$ cat config.mk
export PLATFORM = sky130hd
export DESIGN_NAME = muldiv_sequencer
export DESIGN_NICKNAME = d
export VERILOG_FILES = /design/src/rtl/muldiv_sequencer.sv
export SDC_FILE = /design/constraint.sdc
export NUM_CORES = 2
export LEC_CHECK = 0
export ABC_AREA = 0
export CORE_UTILIZATION = 35
export DETAILED_ROUTE_END_ITERATION = 8
export GPL_TIMING_DRIVEN = 0
export PLACE_DENSITY_LB_ADDON = 0.15
export SETUP_SLACK_MARGIN = 0.5
export SLEW_MARGIN = 20
export SYNTH_ARGS = -nofsm -noshare
export SYNTH_HDL_FRONTEND = slang
export SYNTH_SLANG_ARGS = --single-unit
$ cat constraint.sdc
create_clock -name clk -period 28.5 [get_ports clk]
set_input_delay 8.55 -clock clk [delete_from_list [all_inputs] [get_ports clk]]
set_output_delay 8.55 -clock clk [all_outputs]
set_load 0.005 [all_outputs]
$ cat src/rtl/muldiv_sequencer.sv
// muldiv_sequencer: multi-cycle HI/LO multiply/divide controller for the
// execute stage. One operation at a time: fixed-latency multiply class
// (MULT/MULTU/MADD/MADDU/MSUB/MSUBU) or a 32-step restoring divide
// (DIV/DIVU) followed by a sign-fix cycle. Ends with a one-cycle HI/LO write.
//
// Ports:
//   clk, rst_n     clock, synchronous active-low reset
//   start, op      request (sampled in IDLE only) and operation
//   rs, rt         operands A (dividend/multiplicand), B (divisor/multiplier)
//   hi_in, lo_in   current HI/LO, accumulated by MADD*/MSUB*
//   flush          abort the operation in flight, no write-back
//   busy           operation in flight
//   done, hilo_we  one-cycle completion / HI-LO write strobe (identical)
//   hi_out, lo_out result, valid with done, held until the next done

package selector;
    typedef enum logic [3:0] {
        MULDIV_NCARE,
        MULDIV_MULT,
        MULDIV_MULTU,
        MULDIV_DIV,
        MULDIV_DIVU,
        MULDIV_MADD,
        MULDIV_MADDU,
        MULDIV_MSUB,
        MULDIV_MSUBU
    } muldiv_function;
endpackage

module muldiv_sequencer
    import selector::*;
#(
    parameter int MUL_LATENCY = 3
) (
    input  logic           clk,
    input  logic           rst_n,
    input  logic           start,
    input  muldiv_function op,
    input  logic [31:0]    rs,
    input  logic [31:0]    rt,
    input  logic [31:0]    hi_in,
    input  logic [31:0]    lo_in,
    input  logic           flush,
    output logic           busy,
    output logic           done,
    output logic           hilo_we,
    output logic [31:0]    hi_out,
    output logic [31:0]    lo_out
);

    typedef enum logic [1:0] {S_IDLE, S_MUL, S_DIV, S_FIX} state_t;

    state_t         r_state, w_next;
    logic           w_fin;
    logic [4:0]     r_cnt;
    muldiv_function r_op;
    logic [31:0]    r_a;          // original rs (needed for divide-by-zero HI)
    logic [31:0]    r_b;          // multiplier, or |divisor| for DIV
    logic [63:0]    r_acc;        // {hi_in, lo_in} snapshot
    logic [31:0]    r_quo;        // dividend shifts out MSB-first, quotient shifts in
    logic [31:0]    r_rem;
    logic           r_qneg, r_rneg;
    logic           r_busy, r_done;
    logic [31:0]    r_hi, r_lo;

    logic           w_is_mul, w_is_div, w_sdiv;
    logic           w_sgn;
    logic [63:0]    w_ea, w_eb, w_prod, w_res;
    logic [32:0]    w_rem_sh, w_rem_sub;
    logic           w_ge;

    assign w_is_mul = op inside {MULDIV_MULT, MULDIV_MULTU, MULDIV_MADD,
                                 MULDIV_MADDU, MULDIV_MSUB, MULDIV_MSUBU};
    assign w_is_div = op inside {MULDIV_DIV, MULDIV_DIVU};
    assign w_sdiv   = (op == MULDIV_DIV);

    // Next-state: flush overrides everything and suppresses the write-back.
    always_comb begin
        w_next = r_state;
        w_fin  = 1'b0;
        case (r_state)
            S_IDLE: begin
                if (start && w_is_mul)      w_next = S_MUL;
                else if (start && w_is_div) w_next = S_DIV;
            end
            S_MUL: begin
                if (r_cnt == 5'd0) begin
                    w_next = S_IDLE;
                    w_fin  = 1'b1;
                end
            end
            S_DIV: begin
                if (r_cnt == 5'd0) w_next = S_FIX;
            end
            S_FIX: begin
                w_next = S_IDLE;
                w_fin  = 1'b1;
            end
            default: w_next = S_IDLE;
        endcase
        if (flush) begin
            w_next = S_IDLE;
            w_fin  = 1'b0;
        end
    end

    always_ff @(posedge clk) begin
        if (!rst_n) r_state <= S_IDLE;
        else        r_state <= w_next;
    end

    // Multiply: sign/zero-extend to 64 bits; the low 64 bits of the 64x64
    // product are the correct signed or unsigned product mod 2^64.
    assign w_sgn  = r_op inside {MULDIV_MULT, MULDIV_MADD, MULDIV_MSUB};
    assign w_ea   = {{32{w_sgn & r_a[31]}}, r_a};
    assign w_eb   = {{32{w_sgn & r_b[31]}}, r_b};
    assign w_prod = w_ea * w_eb;

    // Restoring divide step.
    assign w_rem_sh  = {r_rem, r_quo[31]};
    assign w_ge      = (w_rem_sh >= {1'b0, r_b});
    assign w_rem_sub = w_rem_sh - {1'b0, r_b};

    always_comb begin
        w_res = 64'd0;
        if (r_state == S_FIX) begin
            // Zero divisor: raw restoring result with the original rs in HI.
            if (r_b == 32'd0) w_res = {r_a, 32'hFFFF_FFFF};
            else              w_res = {r_rneg ? 32'(-r_rem) : r_rem,
                                       r_qneg ? 32'(-r_quo) : r_quo};
        end else begin
            case (r_op)
                MULDIV_MADD, MULDIV_MADDU: w_res = r_acc + w_prod;
                MULDIV_MSUB, MULDIV_MSUBU: w_res = r_acc - w_prod;
                default:                   w_res = w_prod;
            endcase
        end
    end

    always_ff @(posedge clk) begin
        if (!rst_n) begin
            r_cnt  <= 5'd0;
            r_op   <= MULDIV_NCARE;
            r_a    <= 32'd0;
            r_b    <= 32'd0;
            r_acc  <= 64'd0;
            r_quo  <= 32'd0;
            r_rem  <= 32'd0;
            r_qneg <= 1'b0;
            r_rneg <= 1'b0;
            r_busy <= 1'b0;
            r_done <= 1'b0;
            r_hi   <= 32'd0;
            r_lo   <= 32'd0;
        end else begin
            r_busy <= (w_next != S_IDLE);
            r_done <= w_fin;
            if (w_fin) begin
                r_hi <= w_res[63:32];
                r_lo <= w_res[31:0];
            end
            case (r_state)
                S_IDLE: begin
                    if (w_next != S_IDLE) begin
                        r_op  <= op;
                        r_a   <= rs;
                        r_acc <= {hi_in, lo_in};
                        r_rem <= 32'd0;
                        if (w_is_mul) begin
                            r_b   <= rt;
                            r_cnt <= 5'(MUL_LATENCY - 1);
                        end else begin
                            r_b    <= (w_sdiv && rt[31]) ? 32'(-rt) : rt;
                            r_quo  <= (w_sdiv && rs[31]) ? 32'(-rs) : rs;
                            r_qneg <= w_sdiv && (rs[31] ^ rt[31]);
                            r_rneg <= w_sdiv && rs[31];
                            r_cnt  <= 5'd31;
                        end
                    end
                end
                S_MUL: begin
                    if (r_cnt != 5'd0) r_cnt <= r_cnt - 5'd1;
                end
                S_DIV: begin
                    r_rem <= w_ge ? w_rem_sub[31:0] : w_rem_sh[31:0];
                    r_quo <= {r_quo[30:0], w_ge};
                    if (r_cnt != 5'd0) r_cnt <= r_cnt - 5'd1;
                end
                default: ;
            endcase
        end
    end

    assign busy    = r_busy;
    assign done    = r_done;
    assign hilo_we = r_done;
    assign hi_out  = r_hi;
    assign lo_out  = r_lo;

endmodule
==> impl_results.md <==
* Status: completed
* Peak supply drop at between 0.05 and 0.06 mV
* Largest net degree at the start of global routing at 25
* Synthesized area at between 50000 and 60000 µm²
* Synthesized-area fraction occupied by adder cells at 0.4534
* Predominant post-synthesis flop cell: dfxtp_1
* H-tree depth at 1
* First-pass GRT wire length at about 360000 µm
* CTS tree: done
* Fin crit share at 0.5174
* Mapped Cells at just over 7k
* DP Worst Slack at ~14 ns
* DP Area at 63400 µm²
* Site row count at around 150
* Routability Congestion at between 0.9 and 1
* WHS at 0.4588 ns
* Port Buffers at 202
* Startpoint types: flop
* 1st-iter DRT viols at 4714
* Vias at 51.30k
* Synth Area in Compound Gates at 0.1222
* Die W at just over 400 µm
* Slew Limit Fails at 0
* Final net count at between 8k and 9k
* Detail Route Antenna Nets at 0
* Asr flop ratio synth at 0
* Synth area leaders: fa_1 39%, dfxtp_1 9.3%, nand2_1 8.5%
* Critical path class: flop to flop
* Clk Latency, worst-skew pair at between 0.6 and 0.7 ns
* CP max stage delay at around 0.95 ns
* Post-synthesis sequential area ratio at 0.09268
* CP max-delay cell: nor3_1
* Final Hold Fails at 0
* Vias/cell at ~5.4
* Final worst slack at 13.75 ns
* Cell taking the most area after synthesis: fa_1
* Static Leak at 27.23 nW
* Final setup viols at 0
* Clock Path Buffers at 3
* Worst-margin pin slew at about 1.3 ns
* Drt pass-1 iters at 6
* DP Wirelength at roughly 210000 µm
* Clk_skew at about 0.038 ns
* Die area at roughly 170000 µm²
* CP most frequent cell: fa_1
* Slew margin rel. at 0.1288
* Worst hold path depth at 2
* Clock slew at reported path FFs at roughly 0.070 ns
* Avg Inst Size Synth at slightly above 8 µm²
* Total core area at about 170000 µm²
* XOR/XNOR Fraction of Synth Area at 0.04880
* Post-Synth Simple-Gate Area at 0.1730
* Crit end category: flop
* Worst Hold Class: flop to flop
* Worst Path Max Fanout at 10
* Area Growth Syn to Fin at 10.02%
* Tmin final at 14.75 ns
* Largest family of logic cells by synthesized area: adder cells
* Die height at just over 400 µm
* Clock Sinks at 271
* DRT Wirelength at between 200000 and 300000 µm
* WP data arrival at approximately 15 ns
* Share of cells above drive strength 1 at 0.02145
* Most frequent cell after synthesis: nand2_1
* IO Count at 203
* Wire per inst at between 20 and 30 µm
* EDFF count, synth at 0
* Power after layout at 2.441 mW
* Timing-limited maximum frequency at around 68 MHz
* Net Count, Synth at 8645
* Top cells by count, synth: 1321 x nand2_1, 1169 x inv_1, 1127 x fa_1
* Cts bufs inserted at 29
* Yosys warning total at 0
* Mux contribution to synthesized area at 0.007224
* RSZ-0062 raised after global routing: false
* Antenna violations before repair at 27
* Remaining global-route overflow at 0
* Total of max-cap violations at 0
* Root Driver: clkbuf_16
* Initial core utilization at 0.3536
* TNS Setup at 0 ns
* Drc violations at 0
* Synth top area share at 0.3854
* Post-CTS sizing at 0
* PD cells at 37.89 nW/µm²
* Required time of the critical path at ~29 ns
* Number of global-route vias before repair at between 50k and 60k
* Gr usage total at 0.2979
* Synthesized flop and latch total at 271
* Fin area at roughly 64000 µm²
* Cell variety after synth at between 90 and 100
* Count of hold-fix buffers inserted at cts at 0
* FF-to-FF path depth at 42
* Postcts setup bufs at 0
==> where the power goes <==
group | switching, mW | internal [mW]
Sequential | 0.0227 | 0.401
Combinational | 1.09 | 0.518
Clock | 0.185 | 0.223
Total | 1.30 | 1.14
==> flip-flops by register name (all words and copies together) (netlist names) <==
signal / cells
r_state: 2
hi_out: 32
r_cnt: 5
r_b: 32
r_quo: 32
r_a: 32
busy: 1
r_qneg: 1
r_rneg: 1
lo_out: 32
r_op: 4
done: 1
r_rem: 32
r_acc: 64
==> path summary, 6_finish.rpt <==
| check | startpoint | end | slack (ns) |
|---|---|---|---|
| hold reg to reg | hi_out[0] | hi_out[0] | 0.46 |
| setup reg to reg | r_op[1] | hi_out[31] | 13.75 |
| hold / removal | hi_out[0] | hi_out[0] | 0.46 |
| setup / recovery | r_op[1] | hi_out[31] | 13.75 |
==> cells by family (layout without fill, tap and decap cells) <==
kind of cell	Yosys count	after routing
simple gates	2251	2251
buf+inv	1597	1852
fa+ha+maj	1445	1445
compound gates	1135	1135
xor+xnor	323	323
flops	271	271
mux	42	42
other cells	0	20
==> cell usage in the layout (no fill, tap or decap), types with 20 or more instances in the layout <==
cell,count
nand2_1,1321
inv_1,1169
fa_1,1126
a21oi_1,410
clkbuf_1,371
ha_1,318
and2_1,301
dfxtp_1,271
nor2_1,252
o21ai_0,216
clkdlybuf4s50_1,202
xnor2_1,193
xor2_1,128
a21o_1,91
nor3_1,60
nand3_1,59
o211ai_1,54
a211oi_1,53
o31ai_1,52
and3_1,40
mux2i_1,40
clkbuf_2,38
nand2b_1,35
o221ai_1,35
or3_1,32
o21a_1,30
a31oi_1,29
clkbuf_16,29
or2_2,28
nor4_1,28
o21bai_1,21
diode_2,20
==> layout make-up <==
type	count	area, µm²
fill	17480	101100
tap	2189	2739
antenna	20	50.05
timing repair buffer	207	2071
multi-input combinational	5196	47110
clock inverter	15	206.4
inverter	1171	4395
clock buffer	33	740.7
sequential	271	5425
buffer	426	1665
==> stage by stage <==
| step | util | cells |
|---|---|---|
| final | 0.3891 | 9528 |
| after global routing | 0.3887 | 9508 |
| after CTS | 0.3887 | 9508 |
| after detailed placement | 0.3830 | 9460 |
| after global placement | 0.3824 | 9455 |
| after floorplan | - | 7064 |
==> worst max-delay path, delay by kind of cell (launching register included) <==
kind | cells | cell delay [ns]
flip-flops | 1 | 0.36
buffers and inverters | 7 | 2.43
XOR/XNOR | 2 | 0.71
AO/OA/AOI/OAI | 11 | 2.89
AND/OR/NAND/NOR | 12 | 3.11
adder cells (fa/ha/maj) | 10 | 5.10
==> per-layer routing <==
layer  global-route usage  routed length, µm  vias up
met5                    0                 79        -
met2               0.4800             116100     2075
met1               0.3915             103900    26150
met4               0.1360              13350       10
li1                     -                  -    22610
met3              0.04836              18960      454
Power figures use the tool's default switching activity.
